`src/rtl/uart_pkg.sv`:
```
// Shared UART constants and the clog2 constant function.
// Used for parameter defaults and counter sizing across the UART blocks.
package uart_pkg;
    localparam int DIV_W        = 16;
    localparam int FRAC_W       = 4;
    localparam int OSR          = 16;
    localparam int DEF_DIV_INT  = 27;
    localparam int DEF_DIV_FRAC = 2;

    function automatic int clog2(input int value);
        int r;
        int v;
        r = 0;
        v = value - 1;
        while (v > 0) begin
            r = r + 1;
            v = v >> 1;
        end
        return r;
    endfunction
endpackage

```
`src/rtl/frac_period_ctr.sv`:
```
// Fractional period engine: down-counter plus phase accumulator, flags each period end.
// period_end is combinational from cnt; no backpressure, free-running while en is high.
module frac_period_ctr #(
    parameter int DIV_W       = uart_pkg::DIV_W,
    parameter int FRAC_W      = uart_pkg::FRAC_W,
    parameter int DEF_DIV_INT = uart_pkg::DEF_DIV_INT
) (
    input  logic              clk,
    input  logic              rst_n,
    input  logic              en,
    input  logic [DIV_W-1:0]  div_nxt,
    input  logic [FRAC_W-1:0] frac_act,
    input  logic              restart,
    output logic              period_end
);
    logic [DIV_W-1:0]  cnt;
    logic [FRAC_W-1:0] acc;
    logic [FRAC_W:0]   sum;
    logic              carry;

    assign period_end = en && (cnt == '0);
    assign sum        = {1'b0, acc} + {1'b0, frac_act};
    // A divisor changeover starts a clean period: no stale carry leaks into it.
    assign carry      = sum[FRAC_W] & ~restart;

    always_ff @(posedge clk or negedge rst_n) begin
        if (!rst_n) begin
            cnt <= DIV_W'(DEF_DIV_INT - 1);
            acc <= '0;
        end else if (!en) begin
            cnt <= div_nxt - DIV_W'(1);
            acc <= '0;
        end else if (period_end) begin
            cnt <= div_nxt - DIV_W'(1) + DIV_W'(carry);
            acc <= restart ? '0 : sum[FRAC_W-1:0];
        end else begin
            cnt <= cnt - DIV_W'(1);
        end
    end
endmodule

```
`src/rtl/baud_gen_frac.sv`:
```
// Fractional baud generator: oversample, bit and mid-bit ticks with glitch-free divisor reload.
// Ticks are registered, 1 clk after each period end; no backpressure, ticks are fire-and-forget.
module baud_gen_frac #(
    parameter int DIV_W        = uart_pkg::DIV_W,
    parameter int FRAC_W       = uart_pkg::FRAC_W,
    parameter int OSR          = uart_pkg::OSR,
    parameter int DEF_DIV_INT  = uart_pkg::DEF_DIV_INT,
    parameter int DEF_DIV_FRAC = uart_pkg::DEF_DIV_FRAC
) (
    input  logic              clk,
    input  logic              rst_n,
    input  logic              en,
    input  logic [DIV_W-1:0]  div_int,
    input  logic [FRAC_W-1:0] div_frac,
    input  logic              div_load,
    output logic              div_pending,
    output logic              tick_os,
    output logic              tick_bit,
    output logic              tick_mid
);
    import uart_pkg::*;

    localparam int OS_W    = (OSR > 1) ? clog2(OSR) : 1;
    localparam int MID_IDX = (OSR > 1) ? OSR / 2 - 1 : 0;

    logic [DIV_W-1:0]  act_int, sh_int, nxt_int, ld_int;
    logic [FRAC_W-1:0] act_frac, sh_frac, nxt_frac;
    logic [OS_W-1:0]   os_cnt;
    logic              pend, period_end, apply;

    assign ld_int      = (div_int == '0) ? DIV_W'(1) : div_int;
    assign apply       = pend & period_end;
    assign div_pending = pend;

    // While stopped, loads take effect immediately since there is no period to protect.
    always_comb begin
        nxt_int  = act_int;
        nxt_frac = act_frac;
        if (!en) begin
            if (div_load) begin
                nxt_int  = ld_int;
                nxt_frac = div_frac;
            end else if (pend) begin
                nxt_int  = sh_int;
                nxt_frac = sh_frac;
            end
        end else if (apply) begin
            nxt_int  = sh_int;
            nxt_frac = sh_frac;
        end
    end

    frac_period_ctr #(
        .DIV_W       (DIV_W),
        .FRAC_W      (FRAC_W),
        .DEF_DIV_INT (DEF_DIV_INT)
    ) u_ctr (
        .clk        (clk),
        .rst_n      (rst_n),
        .en         (en),
        .div_nxt    (nxt_int),
        .frac_act   (act_frac),
        .restart    (apply),
        .period_end (period_end)
    );

    always_ff @(posedge clk or negedge rst_n) begin
        if (!rst_n) begin
            act_int  <= DIV_W'(DEF_DIV_INT);
            act_frac <= FRAC_W'(DEF_DIV_FRAC);
            sh_int   <= DIV_W'(DEF_DIV_INT);
            sh_frac  <= FRAC_W'(DEF_DIV_FRAC);
            pend     <= 1'b0;
            os_cnt   <= '0;
            tick_os  <= 1'b0;
            tick_bit <= 1'b0;
            tick_mid <= 1'b0;
        end else begin
            act_int  <= nxt_int;
            act_frac <= nxt_frac;

            if (!en) begin
                pend <= 1'b0;
            end else if (div_load) begin
                sh_int  <= ld_int;
                sh_frac <= div_frac;
                pend    <= 1'b1;
            end else if (apply) begin
                pend <= 1'b0;
            end

            if (!en)
                os_cnt <= '0;
            else if (period_end)
                os_cnt <= (os_cnt == OS_W'(OSR - 1)) ? '0 : os_cnt + OS_W'(1);

            tick_os  <= period_end;
            tick_bit <= period_end && (os_cnt == OS_W'(OSR - 1));
            tick_mid <= period_end && (os_cnt == OS_W'(MID_IDX));
        end
    end
endmodule

```
`config.mk`:
```
export PLATFORM = sky130hd
export DESIGN_NAME = baud_gen_frac
export DESIGN_NICKNAME = d
export VERILOG_FILES = /design/src/rtl/uart_pkg.sv /design/src/rtl/frac_period_ctr.sv /design/src/rtl/baud_gen_frac.sv
export SDC_FILE = /design/constraint.sdc
export NUM_CORES = 1
export LEC_CHECK = 0
export CORE_MARGIN = 4
export CORE_UTILIZATION = 60
export DETAILED_ROUTE_END_ITERATION = 10
export PLACE_DENSITY = 0.92
export REMOVE_ABC_BUFFERS = 1
export SETUP_SLACK_MARGIN = 0.5
export SLEW_MARGIN = 20
export SYNTH_ARGS = -nofsm -noshare
export SYNTH_HDL_FRONTEND = slang
export SYNTH_SLANG_ARGS = --single-unit
```
`constraint.sdc`:
```
create_clock -name clk -period 5.5 [get_ports clk]
set_clock_uncertainty 0.2 [all_clocks]
set_input_delay 1.65 -clock clk [delete_from_list [all_inputs] [get_ports clk]]
set_output_delay 1.65 -clock clk [all_outputs]
set_load 0.05 [all_outputs]
```
Word-level counts from Yosys, hierarchy flattened
Cells that the tools add are included.
W data, S select, Z words.
- register bits after elaboration: 68
- input port bits: 24
- output and inout port bits: 4
- logic and storage cells: 52
- $add $sub $neg: 5
- equality and inequality tests: 5
- muxes and demuxes: 20
- bitwise operators: 3
- reduce and logical (&&, ||, !) cells: 8
- operators by type and width (kind ; number):
    $mux W16 ; 7
    $mux W4 ; 10
    $logic_not A16 Y1 ; 2
    $sub A16 B1 Y16 const B ; 2
    $add A16 B1 Y16 ; 1
    $add A4 B4 Y5 ; 1
    $add A4 B1 Y4 const B ; 1
    $eq A4 B3 Y1 const B ; 1
    $eq A4 B4 Y1 const B ; 1
    $ne A2 B1 Y1 const B ; 2
    $reduce_and A2 Y1 ; 2
    $logic_and A1 B1 Y1 ; 3
    $mux W1 ; 3
    $ne A3 B1 Y1 const B ; 1
    $reduce_bool A3 Y1 ; 1
    $and A1 B1 Y1 ; 2
    $not A1 Y1 ; 1

Logic depth before layout (Yosys ltp)
Gate-level depths: netlist of run 1.
- word-level depth: 9
- depth in mapped cells: 16
- mapped depth without buffers: 14

Cells and area by module
From an unflattened synthesis of run 1, not the netlist that was laid out.
- cells, all modules: 459
- area total of the unflattened synthesis: 4441.8 sq um
- modules (own cells, without submodules) (module ; times used ; cells an instance ; area an instance (sq um) ; seq. area each (sq um)):
    baud_gen_frac ; 1 ; 204 ; 2439.8 ; 1213.7
    frac_period_ctr ; 1 ; 255 ; 2001.9 ; 504.2

Least setup slack after synthesis of run 1
No wires, ideal clock.
- path type: input -> register
- from: input port en
- to: register u_ctr.cnt[12]
- library setup time: 0.080 ns
- arrival time: 4.951 ns
- required time: 5.220 ns
- slack: 0.269 ns
- stages on the path: 14
- path buffers: 7
- cells stage by stage: clkbuf_1 > buf_1 > clkbuf_1 > clkbuf_1 > clkbuf_1 > clkbuf_1 > clkbuf_1 > a31oi_1 > ha_1 > ha_1 > nand2_1 > nor4_4 > mux2_1 > nor3_2
- cells in the longest elaborated chain, start to end: 8
- elaborated cells between the ends (all ways): 10
- those cells by class: 2 x add/sub; 4 x mux; 3 x bitwise; 1 x reduce/logical
- RTL lines (item ; RTL line ; source):
    start: declaration ; baud_gen_frac.sv:12 ; input logic en,
    $logic_and A1 B1 Y1 ; frac_period_ctr.sv:21 ; assign period_end = en && (cnt == '0);
    $and A1 B1 Y1 ; baud_gen_frac.sv:32 ; assign apply = pend & period_end;
    $mux W16 ; baud_gen_frac.sv:47 ; end else if (apply) begin
    $mux W16 ; baud_gen_frac.sv:39 ; if (!en) begin
    $sub A16 B1 Y16 ; frac_period_ctr.sv:31, frac_period_ctr.sv:34 ;
    $add A16 B1 Y16 ; frac_period_ctr.sv:34 ; cnt <= div_nxt - DIV_W'(1) + DIV_W'(carry);
    $mux W16 ; frac_period_ctr.sv:33 ; end else if (period_end) begin
    $mux W16 (*) ; frac_period_ctr.sv:30 ; end else if (!en) begin
    end signal: assignment ; frac_period_ctr.sv:31 ; cnt <= div_nxt - DIV_W'(1);
    end signal: assignment ; frac_period_ctr.sv:34 ;
    end signal: assignment ; frac_period_ctr.sv:37 ; cnt <= cnt - DIV_W'(1);
    end: declaration ; frac_period_ctr.sv:16 ; logic [DIV_W-1:0] cnt;
Every way passes the cells marked *; elsewhere a longest branch is shown, timed or not.
A chain may end at the register's enable or synchronous reset.

Worst setup path in the final report of run 1
- from: input port div_load
- to: register u_ctr.cnt[13]
- cells in the longest elaborated chain, start to end: 6
- RTL lines (item ; RTL line ; source):
    start: declaration ; baud_gen_frac.sv:15 ; input logic div_load,
    $mux W16 (*) ; baud_gen_frac.sv:40 ; if (div_load) begin
    $mux W16 (*) ; baud_gen_frac.sv:39 ;
    via nxt_int[2] ; baud_gen_frac.sv:26 ; logic [DIV_W-1:0] act_int, sh_int, nxt_int, ld_int;
    $sub A16 B1 Y16 (*) ; frac_period_ctr.sv:31, frac_period_ctr.sv:34 ;
    $add A16 B1 Y16 ; frac_period_ctr.sv:34 ;
    $mux W16 ; frac_period_ctr.sv:33 ;
    $mux W16 (*) ; frac_period_ctr.sv:30 ;
The timed path passes the listed nets; every way through them passes the cells marked *.

==> results_dict.tcl, run 1 <==
set metrics [dict create \
    status "complete, no violations" \
    critPathLaunchType "input port" \
    leakagePower_nw 2.372 \
    port_buffers 27 \
    synth_edf_count 0 \
    drt-vias-per-instance 6.887 \
    setup_viol 0 \
    grt_pass1_vias 4751 \
    crit_arrival_ns 5.03 \
    crit_fanout 4 \
    synth_top_area_share 0.2826 \
    wire_per_inst_um 21.41 \
    numCtsBuffers 9 \
    synthesis.area_um2 4871 \
    hold_viol_final 0 \
    grt_overflow 0 \
    core_area_um2 7807 \
    wirelength_um 14750 \
    fin_tns_setup_ns 0 \
    antenna_found_initial 0 \
    ir_drop_uv 153.5 \
    grt_pass1_wl_um 23200 \
    dr.pass1.iters 5 \
    ys_seq_elements 68 \
    dr.first_iter.drc_count 550 \
    cap_viol_max_count 0 \
    cts_tree "done" \
    tightest_slew_ns 1.075 \
    grt_max_degree 40 \
    antenna_left 0 \
    cp.required_ns 5.57 \
    crit_type "in2reg" \
    place_congestion 1.005 \
    clkLatencyLatePin_ns 0.36 \
    clk_pin_slew_worst_paths_ns 0.07 \
    ys_async_sr_fraction 1.000 \
    fmax_mhz 201.6 \
    r2r-start "u_ctr.cnt[0]" \
    ys_types 76 \
    ys.warnings.count 0 \
    report.final.slew_viol_count 0 \
    placed_area_um2 5398 \
    max_slew_margin 0.2816 \
    route.detailed.drc 0 \
    final.period_utilization 0.9019 \
    fin_nets 618 \
    postSynthCellCount 530 \
    die_w_um 98.10 \
    synth.avg_cell_area_um2 9.190 \
    antenna_cells 0 \
    num-fill-cells 488 \
    cts_sinks 68 \
    drive_above_1_share 0.2572 \
    clk_path_buf_depth 2 \
    worstSetupEndpointType "flip-flop" \
    grt_usage 0.2972 \
    syn2layout_area_growth_pct 20.94 \
    finalPower_mw 1.847 \
    dp_hpwl_um 9527 \
    cts_hold_buf 0 \
    rsz0062_at_grt "false" \
    cts-htree-levels 3 \
    ys_seq_area_frac 0.3527 \
    synth_area_leaders "dfrtp_1 28%, dfstp_2 7.0%, mux2_2 6.9%" \
    cts_root_buffer "clkbuf_8" \
    start_util 0.6239 \
    synth-main-ff-cell "dfrtp_1" \
    period_needed_ns 4.960 \
    cellPowerDensity_nw_per_um2 313.6 \
    die_area_um2 9624 \
    io_pins 28 \
    worstHoldStart "sh_frac[2]" \
    synth_top_area_cell "dfrtp_1" \
    via_count 4745 \
    ys_top_cells_by_count "55 x dfrtp_1, 55 x nand2_1, 30 x mux2_2" \
    final_area_um2 5891 \
    startpoint "div_load" \
    rows 32 \
    hold_class "reg2reg" \
    dieHeight_um 98.10 \
]
[per-layer routing]
layer / routed length [um] / global-route usage / vias up
met2: 7195 / 0.4728 / 304
met4: 620 / 0.1651 / 0
met3: 1290 / 0.05000 / 69
met5: 0 / 0 / -
li1: - / - / 2072
met1: 5646 / 0.3850 / 2300
[timing repair]
item / 4_1_cts / 5_1_grt
pin swaps: 0 / 10
gates resized for setup: 4 / 23
endpoints found under the setup margin: 3 / 9
cloned: 0 / 1
buffers inserted: 0 / 7
[through the flow]
stage	setup WS [ns]	hold slack, ns	util	instances
finish	0.5397	0.3150	0.7545	689
global route	0.4178	0.3247	0.7545	689
CTS	0.5005	0.3139	0.7288	681
detailed placement	0.08473	0.2970	0.6913	665
global placement	0.1561	0.2867	0.6913	665
floorplan	0.1754	0.2788	-	499
[cell type report]
type	instances	area, um2	area share
Multi-Input combinational cell	413	3073	0.5217
Sequential cell	68	1718	0.2916
Timing Repair Buffer	72	635.6	0.1079
Clock buffer	13	178.9	0.03037
Tap cell	102	127.6	0.02167
Clock inverter	3	90.09	0.01529
Inverter	18	67.56	0.01147
[worst paths after layout]
path | endpoint | slack [ns] | cells past startpoint
setup / recovery | u_ctr.cnt[13] | 0.54 | 13
hold / removal | sh_frac[2] | 0.31 | 1
setup reg to reg | u_ctr.cnt[13] | 0.74 | 14
hold reg to reg | sh_frac[2] | 0.31 | 1
max in group asynchronous | act_int[4] | 2.95 | 2
min in group asynchronous | sh_frac[2] | 1.15 | 1
[worst max-delay path, cell delays in order]
cell             delay, ns
clkdlybuf4s50_1       0.45
or2_2                 0.37
o32a_1                0.35
nand3_1               0.11
o211a_1               0.19
clkinv_1              0.11
buf_4                 0.17
nor4_1                0.54
a21boi_1              0.25
o22ai_4               0.27
nor4_4                0.07
mux2_4                0.33
nor3_2                0.18
[where the power goes]
group	switching, mW	total, mW	internal [mW]
clock network	0.200	0.551	0.351
logic	0.350	0.615	0.265
registers	0.0833	0.681	0.598
[kinds of logic (layout without fill, tap and decap cells)]
logic type                 count (synthesis)  count (layout)  share of synthesized area
xor gates and xnor gates                  26              26                    0.04675
buffers and inverters                     49             106                    0.04367
adders and majority gates                 12              12                    0.03237
DFF                                       68              68                     0.3527
AOI/OAI and AO/OA                        121             121                     0.1868
and+or+nand+nor                          208             208                     0.2343
muxes                                     46              46                     0.1035
[layout by cell type, fill, tap and decap left out, types with 14 or more instances in the layout]
master / instances
inv_1: 16
o211ai_1: 15
xnor2_1: 14
buf_4: 41
mux2i_1: 14
mux2_2: 31
nand3_1: 18
a21oi_1: 21
nor2_1: 29
dfrtp_1: 55
nand2_1: 54
nor3_1: 21
o21ai_0: 19
clkdlybuf4s50_1: 25
[registers in the layout (all words and copies together) (netlist names), 4 cells and up]
name,cells
sh_frac,4
u_ctr.acc,4
sh_int,16
act_frac,4
u_ctr.cnt,16
act_int,16
os_cnt,4
Note: power is estimated with default switching activity, not from simulation.
==> run 2, diff against run 1 <==
Settings changed: CTS_CLUSTER_DIAMETER from default to 200, GPL_ROUTABILITY_DRIVEN from default to 0.
==> results_dict.tcl, run 2 (synthesized netlist as in run 1, its figures left out) <==
set metrics [dict create \
    crit_arrival_ns 5.04 \
    post-place-ws_ns -0.0009401 \
    grt_pass1_wl_um 22470 \
    report.final.slew_viol_count 0 \
    status "complete, no violations" \
    rsz0062_at_grt "false" \
    layout_common_cells "55 x nand2_1, 55 x dfrtp_1, 35 x buf_4" \
    worstSetupEndpointType "flip-flop" \
    cp.required_ns 5.54 \
    clk_path_buf_depth 2 \
    port_buffers 27 \
    clkLatencyLatePin_ns 0.35 \
    fin_nets 609 \
    final.period_utilization 0.9086 \
    multi_input_area_um2 3037 \
    grt_usage 0.2866 \
    cts_sinks 68 \
    io_pins 28 \
    start_util 0.6239 \
    setup_ws_ns 0.5027 \
    core_area_um2 7807 \
    p_seq_frac 0.386 \
    leakagePower_nw 2.289 \
    switchingPower_uw 622.8 \
    clkPwrFrac 0.274 \
    period_needed_ns 4.997 \
    setup_viol 0 \
    finalNonFillerCells 680 \
    syn2layout_area_growth_pct 17.31 \
    startpoint "div_load" \
    die_w_um 98.10 \
    worstHoldStart "sh_frac[2]" \
    wire_per_inst_um 20.76 \
    crit_fanout 11 \
    cts-htree-levels 3 \
    ir_drop_uv 168.7 \
    num-fill-cells 517 \
    cts_tree "done" \
    grt_max_degree 43 \
    regToRegSetupSlack_ns 0.82 \
    dp_hpwl_um 9382 \
    rows 32 \
    hold_viol_final 0 \
    tightest_slew_ns 1.041 \
    critPathLaunchType "input port" \
    dr.pass1.iters 6 \
    cts_root_buffer "clkbuf_8" \
    antenna_left 0 \
    final_core_util 0.7319 \
    drt-vias-per-instance 6.960 \
    antenna_cells 0 \
    dr.first_iter.drc_count 434 \
    switching_share 0.3543 \
    r2r-start "u_ctr.cnt[11]" \
    max_slew_margin 0.3041 \
    clk_pin_slew_worst_paths_ns 0.08 \
    antenna_found_initial 0 \
    via_count 4733 \
    fmax_mhz 200.1 \
    fin_tns_setup_ns 0 \
    hold_class "reg2reg" \
    cellPowerDensity_nw_per_um2 307.6 \
    crit_type "in2reg" \
    wirelength_um 14110 \
    seqCellArea_um2 1718 \
    numCtsBuffers 9 \
    die_area_um2 9624 \
    combPwrFrac 0.340 \
    reg_top3 "act_int x16, sh_int x16, u_ctr.cnt x16" \
    place_inst 661 \
    drive_above_1_share 0.2370 \
    p_int_mw 1.135 \
    grt_overflow 0 \
    whs_ns 0.3159 \
    cap_viol_max_count 0 \
    grt_pass1_vias 4700 \
    dieHeight_um 98.10 \
    route.detailed.drc 0 \
]
[run 2: cell count changes in the layout (fill, tap and decap cells not counted), sizes merged]
cell | previous run | this run
buf | 46 | 38
clkbuf | 14 | 12
bufinv | 3 | 2
clkdlybuf4s50 | 25 | 24
clkinv | 1 | 2
clkinvlp | 0 | 1
dlymetal6s2s | 0 | 1
[run 2: path summary, 6_finish.rpt]
| path | endpoint | cells after the start |
|---|---|---|
| max | u_ctr.cnt[14] | 13 |
| min | sh_frac[2] | 1 |
| max reg2reg | u_ctr.cnt[14] | 13 |
| min reg2reg | sh_frac[2] | 1 |
| max in group asynchronous | act_int[0] | 2 |
| min in group asynchronous | u_ctr.acc[1] | 1 |
[run 2: what timing repair did]
| action | 4_1_cts | 5_1_grt |
|---|---|---|
| hold buffers | 0 | 0 |
| setup endpoints to repair | 6 | 7 |
| pin swaps | 0 | 10 |
| resized for setup | 4 | 15 |
| setup buffers | 0 | 3 |
[run 2: through the flow]
step           power [mW]  instance area [um2]
6_report            1.758                 5714
5_1_grt             1.834                 5714
4_1_cts             1.703                 5620
3_5_place_dp        1.213                 5368
3_3_place_gp        1.179                 5368
2_1_floorplan       1.010                 4726
[run 2: power by group through the flow]
stage	registers, mW	clock network, mW	logic (mW)
global placement	0.672	0	0.508
global route	0.686	0.509	0.640
floorplan	0.662	0	0.349
detailed placement	0.679	0	0.534
CTS	0.672	0.483	0.547
finish	0.679	0.481	0.598
[run 2: cell type report]
| class | count | area share |
|---|---|---|
| Clock buffer | 12 | 0.02715 |
| Clock inverter | 4 | 0.01270 |
| Inverter | 18 | 0.01182 |
| Multi-Input combinational cell | 413 | 0.5314 |
| Sequential cell | 68 | 0.3006 |
| Tap cell | 102 | 0.02233 |
| Timing Repair Buffer | 63 | 0.09393 |
[run 2: per-layer routing]
metal  part of all wire  up-vias  GRT usage
met1               0.38     2237     0.3579
met5                  0        -          0
met4              0.048        0     0.1512
met3              0.099       84    0.06429
li1                   -     2059          -
met2               0.48      353     0.4634
[run 2: critical path, stage by stage]
cell,delay (ns)
clkdlybuf4s50_1,0.46
or2_2,0.37
o32a_1,0.38
a22oi_2,0.25
nand4b_1,0.29
and3_4,0.28
and4_1,0.24
o32ai_1,0.10
buf_4,0.20
nor4_4,0.35
buf_4,0.18
mux2i_1,0.21
nor3_2,0.07
==> run 3, diff against run 2 <==
Settings changed: PLACE_DENSITY 0.92 to 0.93, SYNTH_HIERARCHICAL from default to 1.
==> results_dict.tcl, run 3 <==
set metrics [dict create \
    yosysMostFrequentCell "dfrtp_1" \
    synth_area_leaders "dfrtp_1 31%, mux2_2 9.6%, dfstp_2 7.7%" \
    cp.required_ns 5.52 \
    crit_fanout 8 \
    wire_per_inst_um 19.12 \
    cts_hold_buf 0 \
    syn2layout_area_growth_pct 16.62 \
    synth_top_area_cell "dfrtp_1" \
    start_util 0.6157 \
    cts_tree "done" \
    io_pins 28 \
    fin_nets 532 \
    drt-vias-per-instance 6.425 \
    antenna_left 0 \
    grt_usage 0.2689 \
    rsz0062_at_grt "true" \
    ys_async_sr_fraction 1.000 \
    layout_common_cells "55 x dfrtp_1, 38 x mux2_2, 31 x nand2_1" \
    dp_hpwl_um 8085 \
    report.final.slew_viol_count 0 \
    switching_share 0.3177 \
    crit_arrival_ns 4.97 \
    status "complete, no violations" \
    dr.first_iter.drc_count 441 \
    dr.pass1.iters 5 \
    die_area_um2 8844 \
    antenna_cells 0 \
    synth_top_area_share 0.3099 \
    num-fill-cells 489 \
    reg_top3 "act_int x16, sh_int x16, u_ctr/cnt x16" \
    crit_type "in2reg" \
    synth-main-ff-cell "dfrtp_1" \
    clk_path_buf_depth 2 \
    cts-htree-levels 3 \
    rows 31 \
    final_core_util 0.7180 \
    clkLatencyLatePin_ns 0.36 \
    cellPowerDensity_nw_per_um2 275.1 \
    final.period_utilization 0.9001 \
    worstSetupEndpointType "flip-flop" \
    combPwrFrac 0.263 \
    numCtsBuffers 9 \
    grt_pass1_wl_um 18560 \
    switchingPower_uw 452.8 \
    core_area_um2 7214 \
    ir_drop_uv 208.8 \
    die_w_um 94.04 \
    period_needed_ns 4.951 \
    p_int_uw 972.4 \
    dieHeight_um 94.04 \
    hold_class "reg2reg" \
    tightest_slew_ns 0.9187 \
    grt_max_degree 39 \
    ys_top_cells_by_count "55 x dfrtp_1, 38 x mux2_2, 31 x nand2_1" \
    finalPower_mw 1.425 \
    whs_ns 0.2979 \
    route.detailed.drc 0 \
    max_slew_margin 0.3876 \
    ys.warnings.count 6 \
    via_count 3868 \
    cts_sinks 68 \
    ys_seq_area_frac 0.3868 \
    synth.avg_cell_area_um2 9.677 \
    wirelength_um 11510 \
    postSynthCellCount 459 \
    leakagePower_nw 2.163 \
    grt_pass1_vias 3839 \
    p_seq_frac 0.457 \
    drive_above_1_share 0.2465 \
    synth_edf_count 0 \
    ys_seq_elements 68 \
    clk_pin_slew_worst_paths_ns 0.07 \
    cts_root_buffer "clkbuf_8" \
    final_common_cell "dfrtp_1" \
    port_buffers 27 \
    cap_viol_max_count 0 \
    setup_viol 0 \
    fmax_mhz 202.0 \
    antenna_found_initial 0 \
    hold_viol_final 0 \
    synthesis.area_um2 4442 \
    grt_overflow 0 \
    critPathLaunchType "input port" \
    ys_types 66 \
    clkPwrFrac 0.279 \
]
## run 3: cell types whose count changed after synthesis, sizes merged, moves of 7 or more
cell / previous run / this run
a211oi: 5 / 19
a21oi: 21 / 28
and2: 10 / 21
and3: 10 / 2
clkbuf: 22 / 13
mux2: 32 / 42
mux2i: 14 / 21
nand2: 55 / 32
nand2b: 10 / 3
nand3: 21 / 5
nor3: 28 / 10
o211ai: 15 / 1
## run 3: routing by layer
layer | GRT usage | up-vias | share of wire
li1 | - | 1761 | -
met1 | 0.3390 | 1885 | 0.40
met2 | 0.4536 | 178 | 0.51
met3 | 0.05288 | 44 | 0.059
met4 | 0.1047 | 0 | 0.031
met5 | 0 | - | 0
## run 3: worst max-delay path, stage by stage
cell and delay [ns]:
clkdlybuf4s50_1 0.46, and2_1 0.16, a211oi_1 0.26, a21oi_1 0.20, or4_1 0.63, buf_4 0.19, nor4b_1 0.34, a31o_2 0.21
nand4_1 0.33, nor3_1 0.42, nor3_1 0.11
## run 3: layout make-up
| cell class | instances | area, um2 | area share |
|---|---|---|---|
| well taps | 99 | 123.9 | 0.02391 |
| flip-flops and latches | 68 | 1718 | 0.3316 |
| clock inverters | 5 | 52.55 | 0.01014 |
| repair buffers | 54 | 461.7 | 0.08913 |
| clock buffers | 11 | 131.4 | 0.02536 |
| multi-input cells | 349 | 2633 | 0.5082 |
| inverters | 16 | 60.06 | 0.01159 |
## run 3: path summary, 6_finish.rpt
path                       cells past startpoint    startpoint  slack [ns]            end
max                                           11    div_int[2]        0.55  u_ctr/cnt[13]
min                                            2     sh_int[0]        0.30      sh_int[0]
max reg2reg                                   17  u_ctr/cnt[0]        0.59  u_ctr/cnt[13]
min reg2reg                                    2     sh_int[0]        0.30      sh_int[0]
max in group asynchronous                      2         rst_n        2.99     sh_frac[1]
min in group asynchronous                      1         rst_n        1.13    act_int[14]
## run 3: stage by stage
stage	instances	TNS [ns]	instance area (um2)	worst slack (ns)
6_report	602	0	5180	0.5492
2_1_floorplan	433	-0.2864	4322	-0.1194
5_1_grt	602	0	5180	0.4686
3_3_place_gp	584	0	4893	0.1752
4_1_cts	600	0	5101	0.5505
3_5_place_dp	584	0	4893	0.01801
## run 3: kinds of logic (layout without fill, tap and decap cells)
| kind of cell | Yosys count | count (layout) | synth area share |
|---|---|---|---|
| compound gates | 106 | 106 | 0.1583 |
| xor+xnor | 24 | 24 | 0.04732 |
| mux | 63 | 63 | 0.1538 |
| buf+inv | 42 | 86 | 0.04056 |
| simple gates | 146 | 146 | 0.1834 |
| fa+ha+maj | 10 | 10 | 0.02986 |
| flops | 68 | 68 | 0.3868 |
## run 3: what timing repair did
action	CTS	global route
pin swaps	0	0
gates cloned	0	0
resized for setup	7	11
endpoints found under the setup margin	8	7
buffers inserted	0	2
## run 3: power groups by stage
stage                     clock (mW)  sequential [mW]  combinational [mW]
final                          0.398            0.652               0.375
after global placement             0            0.644               0.335
after detailed placement           0            0.654               0.354
after global routing           0.428            0.659               0.410
after CTS                      0.402            0.646               0.360
after floorplan                    0            0.636               0.233
